File: src/rtl/fp_pkg.sv
// Shared constants, state encoding and packed single-precision layout for the
// FP adder normalise/round stage.
package fp_pkg;
  localparam int EXP_W   = 8;
  localparam int MANT_W  = 24;
  localparam int BIAS    = 127;
  localparam int EXP_MAX = 255;

  localparam int EXC_OVF  = 0;
  localparam int EXC_UNF  = 1;
  localparam int EXC_ZERO = 2;

  typedef enum logic [1:0] {
    IDLE  = 2'd0,
    NORM  = 2'd1,
    ROUND = 2'd2,
    DONE  = 2'd3
  } norm_state_t;

  typedef struct packed {
    logic              sign;
    logic [EXP_W-1:0]  exp;
    logic [MANT_W-2:0] frac;
  } fp32_t;
endpackage

File: src/rtl/fp_norm_round_if.sv
// Upstream REQ/ACK and downstream Dataout_valid/Out_ack bundle for fp_norm_round.
interface fp_norm_round_if;
  import fp_pkg::*;

  logic              REQ;
  logic              Sign;
  logic [EXP_W-1:0]  Exp;
  logic [MANT_W-1:0] Mant;
  logic              Carry;
  logic [2:0]        Grs;
  logic              ACK;
  logic              Busy;
  logic [31:0]       Dataout;
  logic              Dataout_valid;
  logic              Out_ack;
  logic [2:0]        Exc;

  modport master (
    output REQ, Sign, Exp, Mant, Carry, Grs, Out_ack,
    input  ACK, Busy, Dataout, Dataout_valid, Exc
  );

  modport slave (
    input  REQ, Sign, Exp, Mant, Carry, Grs, Out_ack,
    output ACK, Busy, Dataout, Dataout_valid, Exc
  );
endinterface

File: src/rtl/fp_round_rne.sv
// Round-to-nearest-even of a normalised significand; a carry out of the top
// bit returns 1.000 and flags that the exponent must be bumped.
module fp_round_rne
  import fp_pkg::*;
(
  input  logic [MANT_W-1:0] m_in,
  input  logic [2:0]        grs,
  output logic [MANT_W-1:0] m_out,
  output logic              ovf
);
  logic              inc;
  logic [MANT_W:0]   sum;

  assign inc   = grs[2] & (grs[1] | grs[0] | m_in[0]);
  assign sum   = {1'b0, m_in} + {{MANT_W{1'b0}}, inc};
  assign ovf   = sum[MANT_W];
  assign m_out = ovf ? {1'b1, {(MANT_W-1){1'b0}}} : sum[MANT_W-1:0];
endmodule

File: src/rtl/fp_norm_round.sv
// Iterative normalise (one bit per cycle), RNE round and IEEE-754 single pack
// stage behind the FP adder.
module fp_norm_round
  import fp_pkg::*;
(
  input  logic             CLK,
  input  logic             RST,
  fp_norm_round_if.slave   bus
);
  localparam int EW = EXP_W + 2;
  localparam logic [EW-1:0] E_ONE = EW'(1);
  localparam logic [EW-1:0] E_MAX = EW'(EXP_MAX);

  norm_state_t       state, state_nxt;
  logic [MANT_W-1:0] m;
  logic [EW-1:0]     e;
  logic              s, c, g, r, st;
  logic              zero_f, unf_f;
  logic              is_zero;

  logic [MANT_W-1:0] m_rnd;
  logic              m_ovf;
  logic [EW-1:0]     e_rnd;
  fp32_t             pack;
  logic [2:0]        pack_exc;

  logic              ack;
  logic              valid;
  logic [31:0]       dout;
  logic [2:0]        exc;

  assign is_zero = ~|{m, g, r, st, c};

  fp_round_rne u_round (
    .m_in  (m),
    .grs   ({g, r, st}),
    .m_out (m_rnd),
    .ovf   (m_ovf)
  );

  always_ff @(posedge CLK) begin
    if (RST) state <= IDLE;
    else     state <= state_nxt;
  end

  always_comb begin
    state_nxt = state;
    case (state)
      IDLE:  if (bus.REQ) state_nxt = NORM;
      NORM:  if (!c && (is_zero || m[MANT_W-1] || e <= E_ONE)) state_nxt = ROUND;
      ROUND: state_nxt = DONE;
      DONE:  if (bus.Out_ack) state_nxt = IDLE;
      default: state_nxt = IDLE;
    endcase
  end

  // Zero and underflow override the exponent check; an exponent of 255 from
  // either the carry shift or the rounding bump saturates to infinity.
  always_comb begin
    e_rnd    = e + {{(EW-1){1'b0}}, m_ovf};
    pack     = '0;
    pack_exc = '0;
    if (zero_f) begin
      pack_exc[EXC_ZERO] = 1'b1;
    end else if (unf_f) begin
      pack.sign          = s;
      pack_exc[EXC_UNF]  = 1'b1;
    end else if (e_rnd >= E_MAX) begin
      pack.sign          = s;
      pack.exp           = '1;
      pack_exc[EXC_OVF]  = 1'b1;
    end else begin
      pack.sign = s;
      pack.exp  = e_rnd[EXP_W-1:0];
      pack.frac = m_rnd[MANT_W-2:0];
    end
  end

  always_ff @(posedge CLK) begin
    if (RST) begin
      ack    <= 1'b0;
      valid  <= 1'b0;
      dout   <= '0;
      exc    <= '0;
      m      <= '0;
      e      <= '0;
      s      <= 1'b0;
      c      <= 1'b0;
      g      <= 1'b0;
      r      <= 1'b0;
      st     <= 1'b0;
      zero_f <= 1'b0;
      unf_f  <= 1'b0;
    end else begin
      ack <= 1'b0;
      case (state)
        IDLE: begin
          if (bus.REQ) begin
            m      <= bus.Mant;
            e      <= {2'b00, bus.Exp};
            s      <= bus.Sign;
            c      <= bus.Carry;
            {g, r, st} <= bus.Grs;
            zero_f <= 1'b0;
            unf_f  <= 1'b0;
            ack    <= 1'b1;
          end
        end
        NORM: begin
          if (c) begin
            m  <= {1'b1, m[MANT_W-1:1]};
            g  <= m[0];
            r  <= g;
            st <= r | st;
            e  <= e + E_ONE;
            c  <= 1'b0;
          end else if (is_zero) begin
            zero_f <= 1'b1;
          end else if (!m[MANT_W-1] && e > E_ONE) begin
            m <= {m[MANT_W-2:0], g};
            g <= r;
            r <= 1'b0;
            e <= e - E_ONE;
          end else if (!m[MANT_W-1]) begin
            unf_f <= 1'b1;
          end
        end
        ROUND: begin
          m     <= m_rnd;
          e     <= e_rnd;
          dout  <= pack;
          exc   <= pack_exc;
          valid <= 1'b1;
        end
        DONE: begin
          if (bus.Out_ack) valid <= 1'b0;
        end
        default: ;
      endcase
    end
  end

  assign bus.ACK           = ack;
  assign bus.Busy          = (state != IDLE);
  assign bus.Dataout       = dout;
  assign bus.Dataout_valid = valid;
  assign bus.Exc           = exc;
endmodule

File: src/flat_wrapper.sv
// flat-port wrapper written by rule: the top's interface ports become plain ports
module fp_norm_round_flat import fp_pkg::*;
  (CLK, RST, bus_REQ, bus_Sign, bus_Exp, bus_Mant, bus_Carry, bus_Grs, bus_Out_ack, bus_ACK, bus_Busy, bus_Dataout, bus_Dataout_valid, bus_Exc);
  fp_norm_round_if bus_i ();
  input  logic CLK;
  input  logic RST;
  input wire logic [$bits(bus_i.REQ)-1:0] bus_REQ;
  input wire logic [$bits(bus_i.Sign)-1:0] bus_Sign;
  input wire logic [$bits(bus_i.Exp)-1:0] bus_Exp;
  input wire logic [$bits(bus_i.Mant)-1:0] bus_Mant;
  input wire logic [$bits(bus_i.Carry)-1:0] bus_Carry;
  input wire logic [$bits(bus_i.Grs)-1:0] bus_Grs;
  input wire logic [$bits(bus_i.Out_ack)-1:0] bus_Out_ack;
  output wire logic [$bits(bus_i.ACK)-1:0] bus_ACK;
  output wire logic [$bits(bus_i.Busy)-1:0] bus_Busy;
  output wire logic [$bits(bus_i.Dataout)-1:0] bus_Dataout;
  output wire logic [$bits(bus_i.Dataout_valid)-1:0] bus_Dataout_valid;
  output wire logic [$bits(bus_i.Exc)-1:0] bus_Exc;
  assign bus_i.REQ = bus_REQ;
  assign bus_i.Sign = bus_Sign;
  assign bus_i.Exp = bus_Exp;
  assign bus_i.Mant = bus_Mant;
  assign bus_i.Carry = bus_Carry;
  assign bus_i.Grs = bus_Grs;
  assign bus_i.Out_ack = bus_Out_ack;
  assign bus_ACK = bus_i.ACK;
  assign bus_Busy = bus_i.Busy;
  assign bus_Dataout = bus_i.Dataout;
  assign bus_Dataout_valid = bus_i.Dataout_valid;
  assign bus_Exc = bus_i.Exc;
  fp_norm_round u_core (.CLK(CLK), .RST(RST), .bus(bus_i));
endmodule
File: config.mk
export PLATFORM = sky130hd
export DESIGN_NAME = fp_norm_round_flat
export DESIGN_NICKNAME = d
export VERILOG_FILES = /design/src/rtl/fp_pkg.sv /design/src/rtl/fp_norm_round_if.sv /design/src/rtl/fp_round_rne.sv /design/src/rtl/fp_norm_round.sv /design/src/flat_wrapper.sv
export SDC_FILE = /design/constraint.sdc
export NUM_CORES = 1
export LEC_CHECK = 0
export ABC_AREA = 1
export CAP_MARGIN = 20
export CORE_AREA = 2 2 111 220
export DETAILED_ROUTE_END_ITERATION = 8
export DIE_AREA = 0 0 113 222
export SYNTH_ARGS = -nofsm -noshare
export SYNTH_HDL_FRONTEND = slang
export SYNTH_SLANG_ARGS = --single-unit
File: constraint.sdc
create_clock -name CLK -period 3.79 [get_ports CLK]
set_input_delay 0.9475 -clock CLK [delete_from_list [all_inputs] [get_ports CLK]]
set_output_delay 0.9475 -clock CLK [all_outputs]
set_load 0.1 [all_outputs]
Word level (Yosys, flattened, before mapping)

Index checks and enable logic that the tools add are counted.

Register bits: 80
Output and inout port bits: 38
Logic and storage cells: 113

$add $sub $neg: 4
Order comparisons: 3
Equality and inequality tests: 14
Muxes and demuxes: 51
Bitwise operators: 4
Reduce and logical (&&, ||, !) cells: 23

Operator list:

| cell                                                  | count |
|---|---|
| two-way mux 24 bit                                    | 5 |
| case mux 24 bit (3 select lines)                      | 1 |
| two-way mux 10 bit                                    | 4 |
| two-way mux 32 bit                                    | 1 |
| two-way mux 31 bit                                    | 1 |
| case mux 10 bit (3 select lines)                      | 1 |
| OR reduction 28 bit                                   | 1 |
| adder 24 x 1 -> 25 bit                                | 1 |
| two-way mux 1 bit                                     | 24 |
| two-way mux 23 bit                                    | 1 |
| case mux 1 bit (2 select lines)                       | 7 |
| != test 2 bit (second input constant)                 | 6 |
| AND reduction 4 bit                                   | 3 |
| adder 10 x 1 -> 10 bit                                | 1 |
| adder 10 x 1 -> 10 bit (second input constant)        | 1 |
| >= comparator 10 x 8 -> 1 bit (second input constant) | 1 |
| > comparator 10 x 1 -> 1 bit (second input constant)  | 1 |
| <= comparator 10 x 1 -> 1 bit (second input constant) | 1 |
| subtractor 10 x 1 -> 10 bit (second input constant)   | 1 |
| two-way mux 2 bit                                     | 4 |
| two-way mux 8 bit                                     | 1 |
| case mux 2 bit (4 select lines)                       | 1 |
| != test 2 x 1 -> 1 bit (second input constant)        | 3 |
| != test 3 x 1 -> 1 bit (second input constant)        | 2 |
| 15 further kinds                                      | 26 |

Longest topological paths before layout

Gate-level depths: netlist of run 1.

Word-level depth: 9
Gate-level depth with buffers: 20
Depth with buffers taken out: 20

By module

A second synthesis of run 1 with hierarchy kept.

Cells, all modules: 903
Area, all modules: 5645.4 µm²

By module, submodules not included:

| module        | instances | cells each | area an instance (µm²) |
|---|---|---|---|
| fp_norm_round | 1         | 741        | 4832.1 |
| fp_round_rne  | 1         | 162        | 813.3 |

Worst setup path before layout of run 1

No wires, ideal clock.

Path type: register to register
Start point: register u_core.m[0]
End point: register u_core.dout[13], in the netlist u_core.bus.Dataout[13]
Library setup time: 0.139 ns
Arrival: 2.540 ns
Slack: 1.110 ns
Stages on the path, launching flop included: 20
Buffers on the path: 1
Period minus slack after synthesis: 2.680 ns
Cells stage by stage: dfxtp_1 > nand2_1 > inv_1 > ha_1 > inv_1 > nor2_1 > nand2_1 > nor3_1 > ha_1 > ha_1 > nand3_2 > o21ai_0 > nand2_1 > inv_1 > nand2_2 > nor2_4 > nor2_8 > buf_8 > nand3_2 > a21oi_2

Word-level cells in the longest chain between the ends: 8

RTL lines:

| what                          | RTL line             | source |
|---|---|---|
| start: declaration            | fp_norm_round.sv:15  | `logic [MANT_W-1:0] m;` |
| start signal: assignment      | fp_norm_round.sv:99  | `m <= bus.Mant;` |
| start signal: assignment      | fp_norm_round.sv:111 | `m <= {1'b1, m[MANT_W-1:1]};` |
| start signal: assignment      | fp_norm_round.sv:120 | `m <= {m[MANT_W-2:0], g};` |
| OR 1 bit                      | fp_round_rne.sv:14   | `assign inc = grs[2] & (grs[1] \| grs[0] \| m_in[0]);` |
| AND 1 bit                     | fp_round_rne.sv:14   |  |
| adder 24 x 1 -> 25 bit (*)    | fp_round_rne.sv:15   | `assign sum = {1'b0, m_in} + {{MANT_W{1'b0}}, inc};` |
| adder 10 x 1 -> 10 bit        | fp_norm_round.sv:60  | `e_rnd = e + {{(EW-1){1'b0}}, m_ovf};` |
| >= comparator 10 x 8 -> 1 bit | fp_norm_round.sv:68  | `end else if (e_rnd >= E_MAX) begin` |
| two-way mux 23 bit (*)        | fp_norm_round.sv:68  |  |
| two-way mux 31 bit (*)        | fp_norm_round.sv:65  | `end else if (unf_f) begin` |
| two-way mux 32 bit (*)        | fp_norm_round.sv:63  | `if (zero_f) begin` |
| end signal: assignment        | fp_norm_round.sv:131 | `dout <= pack;` |
| end: declaration              | fp_norm_round.sv:29  | `logic [31:0] dout;` |

Every way passes the cells marked *; elsewhere a longest branch is shown, timed or not.
A chain may end at the register's enable or synchronous reset.

Final worst setup path of run 1

Start point: register u_core.m[0]
End point: register u_core.dout[6], in the netlist u_core.bus.Dataout[6]

The elaborated chain is that of the path after synthesis.

==> results of run 1 <==
registers in the layout, summed over array words and instances (netlist names), 2 cells and up:
| register | count |
|---|---|
| u_core.bus.Exc | 3 |
| u_core.m | 24 |
| u_core.state | 2 |
| u_core.bus.Dataout | 32 |
| u_core.e | 10 |
through the flow:
step	cells	setup slack (ns)
6_report	1253	0.556
3_5_place_dp	1237	0.620
2_1_floorplan	917	1.11
5_1_grt	1253	0.277
4_1_cts	1253	0.564
3_3_place_gp	1237	0.675
how the worst min path moves through the flow:
stage,from,end,cells past startpoint
after CTS,u_core.s,u_core.bus.Dataout[31],2
final,u_core.s,u_core.bus.Dataout[31],2
after floorplan,u_core.s,u_core.bus.Dataout[31],2
after global placement,u_core.bus.Exc[0],u_core.bus.Exc[0],2
after detailed placement,u_core.s,u_core.bus.Dataout[31],2
after global routing,u_core.s,u_core.bus.Dataout[31],2
layout by cell type (no fill, tap or decap), types with 2 or more instances in the layout:
| cell | count |
|---|---|
| a211oi_1 | 4 |
| a21oi_1 | 58 |
| a21oi_2 | 20 |
| a221oi_1 | 8 |
| a22oi_1 | 16 |
| a31oi_1 | 3 |
| and2_1 | 2 |
| buf_4 | 16 |
| clkbuf_16 | 9 |
| clkdlybuf4s50_1 | 76 |
| clkinv_1 | 2 |
| clkinv_2 | 2 |
| dfxtp_1 | 80 |
| ha_1 | 13 |
| inv_1 | 81 |
| inv_2 | 5 |
| inv_6 | 2 |
| nand2_1 | 236 |
| nand2_2 | 5 |
| nand2_4 | 3 |
| nand3_1 | 49 |
| nand3_2 | 22 |
| nand4_1 | 8 |
| nor2_1 | 142 |
| nor2_2 | 8 |
| nor2_4 | 5 |
| nor3_1 | 4 |
| o21ai_0 | 28 |
| o21ai_1 | 28 |
| o21ai_2 | 3 |
| o22ai_1 | 2 |
| or2_2 | 9 |
| xnor2_1 | 2 |
| xor2_1 | 11 |
final cells by class:
| type | instances | share of cell area [%] |
|---|---|---|
| Clock buffer | 10 | 3.27 |
| Clock inverter | 6 | 0.946 |
| Inverter | 88 | 4.71 |
| Multi-Input combinational cell | 693 | 50.5 |
| Sequential cell | 80 | 22.9 |
| Tap cell | 283 | 5.05 |
| Timing Repair Buffer | 93 | 12.6 |
layer usage:
layer	global-route usage (%)	up-vias
li1	-	3044
met1	16.3	2869
met2	32.0	181
met3	3.17	91
met4	17.2	0
met5	0	-
power groups by stage:
stage / clock (W) / combinational (W) / sequential (W)
after floorplan: 0 / 0.00205 / 0.00167
after global placement: 0 / 0.00318 / 0.00146
after detailed placement: 0 / 0.00319 / 0.00146
after CTS: 0.000936 / 0.00320 / 0.00145
after global routing: 0.000969 / 0.00349 / 0.00149
final: 0.000912 / 0.00320 / 0.00146
worst min-delay path, stage by stage (launching register included):
cell and delay [ns]:
dfxtp_1 0.31, nand2_1 0.06, a21oi_1 0.05
cells by family after synthesis:
group           count (synthesis)  share of synthesized area [%]
compound gates                172                           18.0
buf+inv                       144                           11.0
simple gates                  495                           38.5
fa+ha+maj                      13                           2.82
xor+xnor                       13                           1.97
flops                          80                           27.7
==> results.sh, run 1 <==
export IMPL_status="complete, but fails checks"
export IMPL_failed_checks="DRC"
export IMPL_coreArea_um2=23300
export IMPL_stdcell_area_um2=7010
export IMPL_synth_top_area_share_pct=27.7
export IMPL_gp_congestion=0.952
export IMPL_yosysWarnings=0
export IMPL_path_delay_family="simple AND/OR/NAND/NOR gates"
export IMPL_netlist_cell_type_count=40
export IMPL_final_antenna_net_count=0
export IMPL_synth_seq_cells=80
export IMPL_r2r_cells=19
export IMPL_antenna_found_initial=0
export IMPL_yosysMostFrequentCell="nand2_1"
export IMPL_r2r_end="u_core.bus.Dataout[6]"
export IMPL_syn_instance_count=917
export IMPL_track_usage_pct=17.9
export IMPL_cts_resized_gates=0
export IMPL_power_density_nw_per_um2=795
export IMPL_clkPwrFrac_pct=16.4
export IMPL_route_vias_total=6185
export IMPL_fin_setup_tns_ns=0
export IMPL_antenna_cells=0
export IMPL_p_comb_share_pct=57.4
export IMPL_worst_path_buf_inv=3
export IMPL_first_pass_iters=7
export IMPL_fmax_ghz=0.309
export IMPL_fp_row_count=79
export IMPL_dieWidth_um=113
export IMPL_rsz0062_at_grt="false"
export IMPL_syn_to_final_growth_pct=21.3
export IMPL_cts_buffer_depth=2
export IMPL_multi_input_area_um2=3540
export IMPL_critical_path_class="register to register"
export IMPL_fill_cells=2595
export IMPL_p_leak_nw=2.74
export IMPL_synth_common_cells="nand2_1, nor2_1, inv_1"
export IMPL_cp_start_kind="register"
export IMPL_r2r_start="u_core.m[0]"
export IMPL_cts_hold_buf=0
export IMPL_yosysTopAreaCell="dfxtp_1"
export IMPL_final_setup_skew_ns=0.0142
export IMPL_crit_path_frequent_cell="nand2_1"
export IMPL_cp_slowest_stage_delay_ns=0.37
export IMPL_p_seq_share_pct=26.2
export IMPL_die_y_um=222
export IMPL_die_area_um2=25100
export IMPL_io_pins=79
export IMPL_fin_crit_ns=3.23
export IMPL_clockRootBuffer="clkbuf_16"
export IMPL_met1_length_mm=7.57
export IMPL_clock_latency_ns=0.37
export IMPL_via_per_inst=4.94
export IMPL_endpoint="u_core.bus.Dataout[6]"
export IMPL_worst_path_stages=19
export IMPL_ir_worst_vdd_mv=0.482
export IMPL_tightest_slew_ns=0.991
export IMPL_worst_ep_arrival_time_ns=3.53
export IMPL_post_cts_buffers=0
export IMPL_first_iter_violations=332
export IMPL_cts_tree="built"
export IMPL_crit_path_end_kind="register"
export IMPL_dpl_cell_area_um2=6710
export IMPL_power_w=0.00557
export IMPL_grt_max_degree=45
export IMPL_nNetsFinal=1019
export IMPL_cp_cell_sequence="nand2_1, inv_1, ha_1, inv_1, nor2_1, nand2_1, nor3_1, ha_1, ha_1, nand3_2, nor2_1, nand2_1, nand2_1, inv_1, nand2_2, nor2_4, nor2_8, nand3_2, a21oi_2"
export IMPL_critPathSlowestCell="dfxtp_1"
export IMPL_critPathMaxFanout=20
export IMPL_h_tree_depth=3
export IMPL_r2r_slack_ns=0.56
export IMPL_setup_viol=0
export IMPL_grt_ovfl_total=0
export IMPL_relSlewSlack_pct=33.7
export IMPL_synth_area_um2=5780
export IMPL_p_int_w=0.00251
export IMPL_syn_nets=971
export IMPL_drive_gt1_share_pct=11.8
export IMPL_synthTopCellsByArea="dfxtp_1, nand2_1, nor2_1"
export IMPL_p_switching_w=0.00306
export IMPL_hold_viol=0
export IMPL_synth_top_flop_cell="dfxtp_1"
export IMPL_netSwitchingFraction_pct=54.9
export IMPL_yosysSeqAreaShare_pct=27.7
export IMPL_finalCritPeriodShare_pct=85.3
export IMPL_wl_mm=22.0
export IMPL_required_ns=4.08
export IMPL_grt_pass1_wl_mm=33.9
export IMPL_wl_met2_mm=11.4
export IMPL_avgRoutedWirePerCell_um=17.6
export IMPL_async_reset_ff_share_pct=0
export IMPL_dpl_hpwl_mm=16.7
export IMPL_drc=2
export IMPL_cap_violations=0
export IMPL_finalMaxSlewViolations=0
export IMPL_clock_sink_count=80
export IMPL_startpoint="u_core.m[0]"
export IMPL_start_util_pct=24.8
export IMPL_fin_util_pct=30.0
export IMPL_wl_met3_um=812
export IMPL_seq_area_um2=1600
export IMPL_worst_hold_slack_ns=0.455
export IMPL_hold_path_class="register to register"
export IMPL_port_buffers=78
export IMPL_clkSlewWorstSetupHoldPaths_ns=0.07
export IMPL_grt_pass1_vias=6211
export IMPL_top_layer="met4"
export IMPL_cts_made_buffers=9
export IMPL_synth_avg_cell_area_um2=6.30
export IMPL_synth_edf_count=0
No activity file was read; power rests on OpenSTA's default activity.
==> run 2, diff against run 1 <==
==> constraint.sdc (replaced) <==
create_clock -name CLK -period 3.79 [get_ports CLK]
set_input_delay 0.9475 -clock CLK [delete_from_list [all_inputs] [get_ports CLK]]
set_output_delay 0.9475 -clock CLK [all_outputs]
set_load 0.01 [all_outputs]
==> results.sh, run 2 (same netlist as run 1, synthesis figures left out) <==
export IMPL_coreArea_um2=23300
export IMPL_avgRoutedWirePerCell_um=17.4
export IMPL_nNetsFinal=1018
export IMPL_critPathSlowestCell="dfxtp_1"
export IMPL_cp_slowest_stage_delay_ns=0.38
export IMPL_grt_pass1_wl_mm=33.7
export IMPL_clock_sink_count=80
export IMPL_largest_reg_flops=32
export IMPL_ir_worst_vdd_mv=0.584
export IMPL_drc=2
export IMPL_r2r_start="u_core.m[0]"
export IMPL_cap_violations=0
export IMPL_finalCritPeriodShare_pct=84.7
export IMPL_cts_buffer_depth=2
export IMPL_track_usage_pct=17.5
export IMPL_fin_setup_tns_ns=0
export IMPL_critPathMaxFanout=20
export IMPL_cts_resized_gates=0
export IMPL_finalMaxSlewViolations=0
export IMPL_gp_congestion=0.935
export IMPL_critical_path_class="register to register"
export IMPL_worst_hold_slack_ns=0.463
export IMPL_post_cts_buffers=0
export IMPL_relSlewSlack_pct=37.1
export IMPL_hold_path_class="register to register"
export IMPL_port_buffers=78
export IMPL_syn_to_final_growth_pct=20.9
export IMPL_fmax_ghz=0.311
export IMPL_failed_checks="DRC"
export IMPL_layout_common_cells="nand2_1, nor2_1, inv_1"
export IMPL_clkSlewWorstSetupHoldPaths_ns=0.08
export IMPL_final_common_cell="nand2_1"
export IMPL_h_tree_depth=3
export IMPL_crit_path_frequent_cell="nand2_1"
export IMPL_grt_max_degree=45
export IMPL_rsz0062_at_grt="false"
export IMPL_start_util_pct=24.8
export IMPL_worst_ep_arrival_time_ns=3.49
export IMPL_grt_pass1_vias=6116
export IMPL_first_iter_violations=339
export IMPL_route_vias_total=6204
export IMPL_wl_mm=21.8
export IMPL_clockRootBuffer="clkbuf_16"
export IMPL_clock_latency_ns=0.36
export IMPL_grt_ovfl_total=0
export IMPL_tightest_slew_ns=0.942
export IMPL_cts_made_buffers=9
export IMPL_first_pass_iters=7
export IMPL_setup_viol=0
export IMPL_antenna_found_initial=0
export IMPL_fin_crit_ns=3.21
export IMPL_dpl_cell_area_um2=6710
export IMPL_hold_start="u_core.s"
export IMPL_die_y_um=222
export IMPL_cp_start_kind="register"
export IMPL_required_ns=4.07
export IMPL_die_area_um2=25100
export IMPL_power_density_nw_per_um2=727
export IMPL_final_setup_skew_ns=0.0165
export IMPL_dpl_hpwl_mm=16.5
export IMPL_pre_cts_slack_ns=0.603
export IMPL_cts_tree="built"
export IMPL_crit_path_end_kind="register"
export IMPL_dieWidth_um=113
export IMPL_setup_slack_ns=0.579
export IMPL_via_per_inst=4.96
export IMPL_cts_hold_buf=0
export IMPL_startpoint="u_core.m[0]"
export IMPL_io_pins=79
export IMPL_antenna_cells=0
export IMPL_fill_cells=2569
export IMPL_drive_gt1_share_pct=11.7
export IMPL_final_antenna_net_count=0
export IMPL_cp_cell_sequence="nand2_1, inv_1, ha_1, inv_1, nor2_1, nand2_1, nor3_1, ha_1, ha_1, nand3_2, nor2_1, nand2_1, nand2_1, inv_1, nand2_2, nor2_4, nor2_8, nand3_2, a21oi_2"
export IMPL_fp_row_count=79
export IMPL_p_leak_nw=2.72
export IMPL_hold_viol=0
export IMPL_status="complete, but fails checks"
export IMPL_stdcell_area_um2=6980
run 2: routing by layer:
layer | vias up | GRT usage [%] | part of all wire, %
li1 | 3048 | - | -
met1 | 2851 | 16.6 | 34
met2 | 224 | 32.1 | 52
met3 | 81 | 2.05 | 3.7
met4 | 0 | 15.4 | 9.6
met5 | - | 0 | 0
run 2: final timing paths:
path	end	slack (ns)	depth (start not counted)
setup / recovery	u_core.bus.Dataout[16]	0.58	19
hold reg to reg	u_core.s	0.46	2
setup reg to reg	u_core.bus.Dataout[16]	0.58	19
hold / removal	u_core.s	0.46	2
run 2: area by class of cell:
| cell class | count | area (um2) | area share, % |
|---|---|---|---|
| Inverter | 88 | 330 | 4.73 |
| Sequential cell | 80 | 1600 | 22.9 |
| Clock buffer | 9 | 225 | 3.22 |
| Multi-Input combinational cell | 693 | 3540 | 50.7 |
| Clock inverter | 7 | 52.6 | 0.752 |
| Tap cell | 283 | 354 | 5.07 |
| Timing Repair Buffer | 92 | 881 | 12.6 |
run 2: metrics by stage:
stage                     power (W)  utilization (%)  cells
after CTS                   0.00507             29.9   1252
after global routing        0.00545             29.9   1252
after global placement      0.00420             28.7   1236
after detailed placement    0.00421             28.7   1236
after floorplan             0.00328                -    917
final                       0.00508             29.9   1252
run 2: worst max-delay path, delay by kind of cell, from the launching register on:
| family | cells | cell delay [ns] |
|---|---|---|
| and+or+nand+nor | 12 | 1.67 |
| buffers and inverters | 3 | 0.25 |
| AOI/OAI and AO/OA | 1 | 0.15 |
| adders and majority gates | 3 | 0.66 |
| DFF | 1 | 0.38 |
run 2: report_power, final:
group	switching [W]	internal (W)	leakage (nW)
registers	0.000379	0.00108	0.656
logic	0.00186	0.000913	1.93
clock network	0.000396	0.000450	0.137
total	0.00263	0.00245	2.72
==> run 3, diff against run 2 <==
- clock period: 3.79 -> 2.7 ns (I/O delays scaled with it)
==> results.sh, run 3 (same netlist as run 1, synthesis figures left out) <==
export IMPL_wl_mm=23.4
export IMPL_r2r_slack_ns=0.08
export IMPL_fill_cells=2559
export IMPL_syn_to_final_growth_pct=34.3
export IMPL_worst_path_buf_inv=3
export IMPL_fin_setup_tns_ns=0
export IMPL_antenna_cells=0
export IMPL_nNetsFinal=1097
export IMPL_cp_start_kind="register"
export IMPL_cp_slowest_stage_delay_ns=0.35
export IMPL_dpl_hpwl_mm=17.8
export IMPL_die_area_um2=25100
export IMPL_drc=2
export IMPL_crit_path_end_kind="register"
export IMPL_track_usage_pct=18.7
export IMPL_crit_path_frequent_cell="nand2_2"
export IMPL_finalMaxSlewViolations=0
export IMPL_layout_common_cells="nand2_1, nor2_1, buf_4"
export IMPL_clock_sink_count=80
export IMPL_gp_congestion=0.930
export IMPL_hold_viol=0
export IMPL_cts_buffer_depth=2
export IMPL_grt_max_degree=45
export IMPL_port_buffers=78
export IMPL_r2r_end="u_core.bus.Dataout[8]"
export IMPL_grt_pass1_vias=6638
export IMPL_clock_latency_ns=0.37
export IMPL_cts_made_buffers=9
export IMPL_antenna_found_initial=0
export IMPL_route_vias_total=6529
export IMPL_r2r_cells=20
export IMPL_critPathSlowestCell="dfxtp_1"
export IMPL_critical_path_class="register to register"
export IMPL_ir_worst_vdd_mv=0.495
export IMPL_clockRootBuffer="clkbuf_16"
export IMPL_finalCritPeriodShare_pct=96.9
export IMPL_status="complete, but fails checks"
export IMPL_r2r_start="u_core.m[7]"
export IMPL_fmax_ghz=0.382
export IMPL_start_util_pct=24.8
export IMPL_die_y_um=222
export IMPL_cts_hold_buf=0
export IMPL_grt_pass1_wl_mm=35.8
export IMPL_fin_crit_ns=2.62
export IMPL_first_pass_iters=7
export IMPL_relSlewSlack_pct=52.2
export IMPL_coreArea_um2=23300
export IMPL_tightest_slew_ns=0.716
export IMPL_hold_depth=2
export IMPL_first_iter_violations=311
export IMPL_io_pins=79
export IMPL_dieWidth_um=113
export IMPL_final_common_cell="nand2_1"
export IMPL_cp_cell_sequence="nand2_2, nor2_4, nand2_2, nor2_4, nand2_2, nor3_2, buf_4, ha_4, ha_4, nand3_4, nor2_1, nand2_1, nand2_2, inv_2, nand2_2, nor2_4, buf_12, nor2_4, nand3_2, a21oi_2"
export IMPL_path_delay_family="simple AND/OR/NAND/NOR gates"
export IMPL_critPathMaxFanout=5
export IMPL_fp_row_count=79
export IMPL_grt_ovfl_total=0
export IMPL_clkSlewWorstSetupHoldPaths_ns=0.07
export IMPL_via_per_inst=4.91
export IMPL_power_w=0.00780
export IMPL_required_ns=2.99
export IMPL_failed_checks="DRC"
export IMPL_final_antenna_net_count=0
export IMPL_avgRoutedWirePerCell_um=17.5
export IMPL_cap_violations=0
export IMPL_drive_gt1_share_pct=20.9
export IMPL_fin_util_pct=33.3
export IMPL_p_leak_nw=3.10
export IMPL_hold_path_class="register to register"
export IMPL_whs_endpoint="u_core.bus.Dataout[31]"
export IMPL_h_tree_depth=3
export IMPL_stdcell_count=1331
export IMPL_power_density_nw_per_um2=1010
export IMPL_setup_viol=0
export IMPL_final_setup_skew_ns=0.0181
export IMPL_hold_start="u_core.bus.Dataout[31]"
export IMPL_worst_ep_arrival_time_ns=2.91
export IMPL_dpl_cell_count=1300
export IMPL_cts_tree="built"
export IMPL_rsz0062_at_grt="true"
export IMPL_largest_reg_flops=32
-- run 3: changes by cell type in the layout (fill, tap and decap cells not counted), sizes merged --
cell      change
o21ai         +1
clkinvlp      +3
buf          +76
nor2          +2
inv           -1
clkbuf        +1
clkinv        -3
-- run 3: worst max-delay path by stage --
| stage | from | endpoint | slack (ns) | cells past startpoint |
|---|---|---|---|---|
| floorplan | u_core.m[0] | u_core.bus.Dataout[13] | 0.02 | 19 |
| global placement | u_core.g | u_core.bus.Dataout[16] | -0.08 | 19 |
| detailed placement | u_core.m[0] | u_core.bus.Dataout[12] | -0.14 | 19 |
| CTS | u_core.g | u_core.bus.Dataout[0] | 0.001 | 20 |
| global route | u_core.m[4] | u_core.bus.Dataout[8] | -0.11 | 20 |
| finish | u_core.m[7] | u_core.bus.Dataout[8] | 0.08 | 20 |
-- run 3: worst min-delay path, cell delays in order (launching register included) --
cell and delay (ns):
dfxtp_1 0.31, nand2_1 0.06, a21oi_1 0.06
-- run 3: report_power, final --
group / internal [W] / total (W) / switching [W]
Sequential: 0.00153 / 0.00188 / 0.000351
Combinational: 0.00174 / 0.00468 / 0.00294
Clock: 0.000658 / 0.00124 / 0.000583
Total: 0.00392 / 0.00780 / 0.00388
-- run 3: stage by stage --
stage | setup WS, ns | hold slack, ns | cell area (um2)
finish | 0.0843 | 0.471 | 7760
global route | -0.111 | 0.497 | 7760
CTS | 0.00145 | 0.472 | 7560
detailed placement | -0.140 | 0.462 | 7200
global placement | -0.0836 | 0.462 | 7200
floorplan | 0.0205 | 0.439 | 5780
-- run 3: what timing repair did --
| item | CTS | global route |
|---|---|---|
| gates cloned | 1 | 2 |
| resized for setup | 10 | 28 |
| hold endpoints to repair | 0 | 0 |
| pin swaps | 7 | 17 |
| buffers inserted | 3 | 9 |
| endpoints found under the setup margin | 31 | 39 |
-- run 3: layout make-up --
type	instances	area (um2)	area share, %
multi-input cells	696	3700	47.7
flip-flops and latches	80	1610	20.7
repair buffers	168	1480	19.1
well taps	283	354	4.56
inverters	88	332	4.27
clock buffers	10	239	3.08
clock inverters	6	50.0	0.645
-- run 3: routing by layer --
metal	share of wire [%]	vias to the layer above	track usage [%]
li1	-	3209	-
met1	34	3024	17.3
met2	52	210	34.2
met3	3.6	86	2.38
met4	10	0	17.5
met5	0	-	0
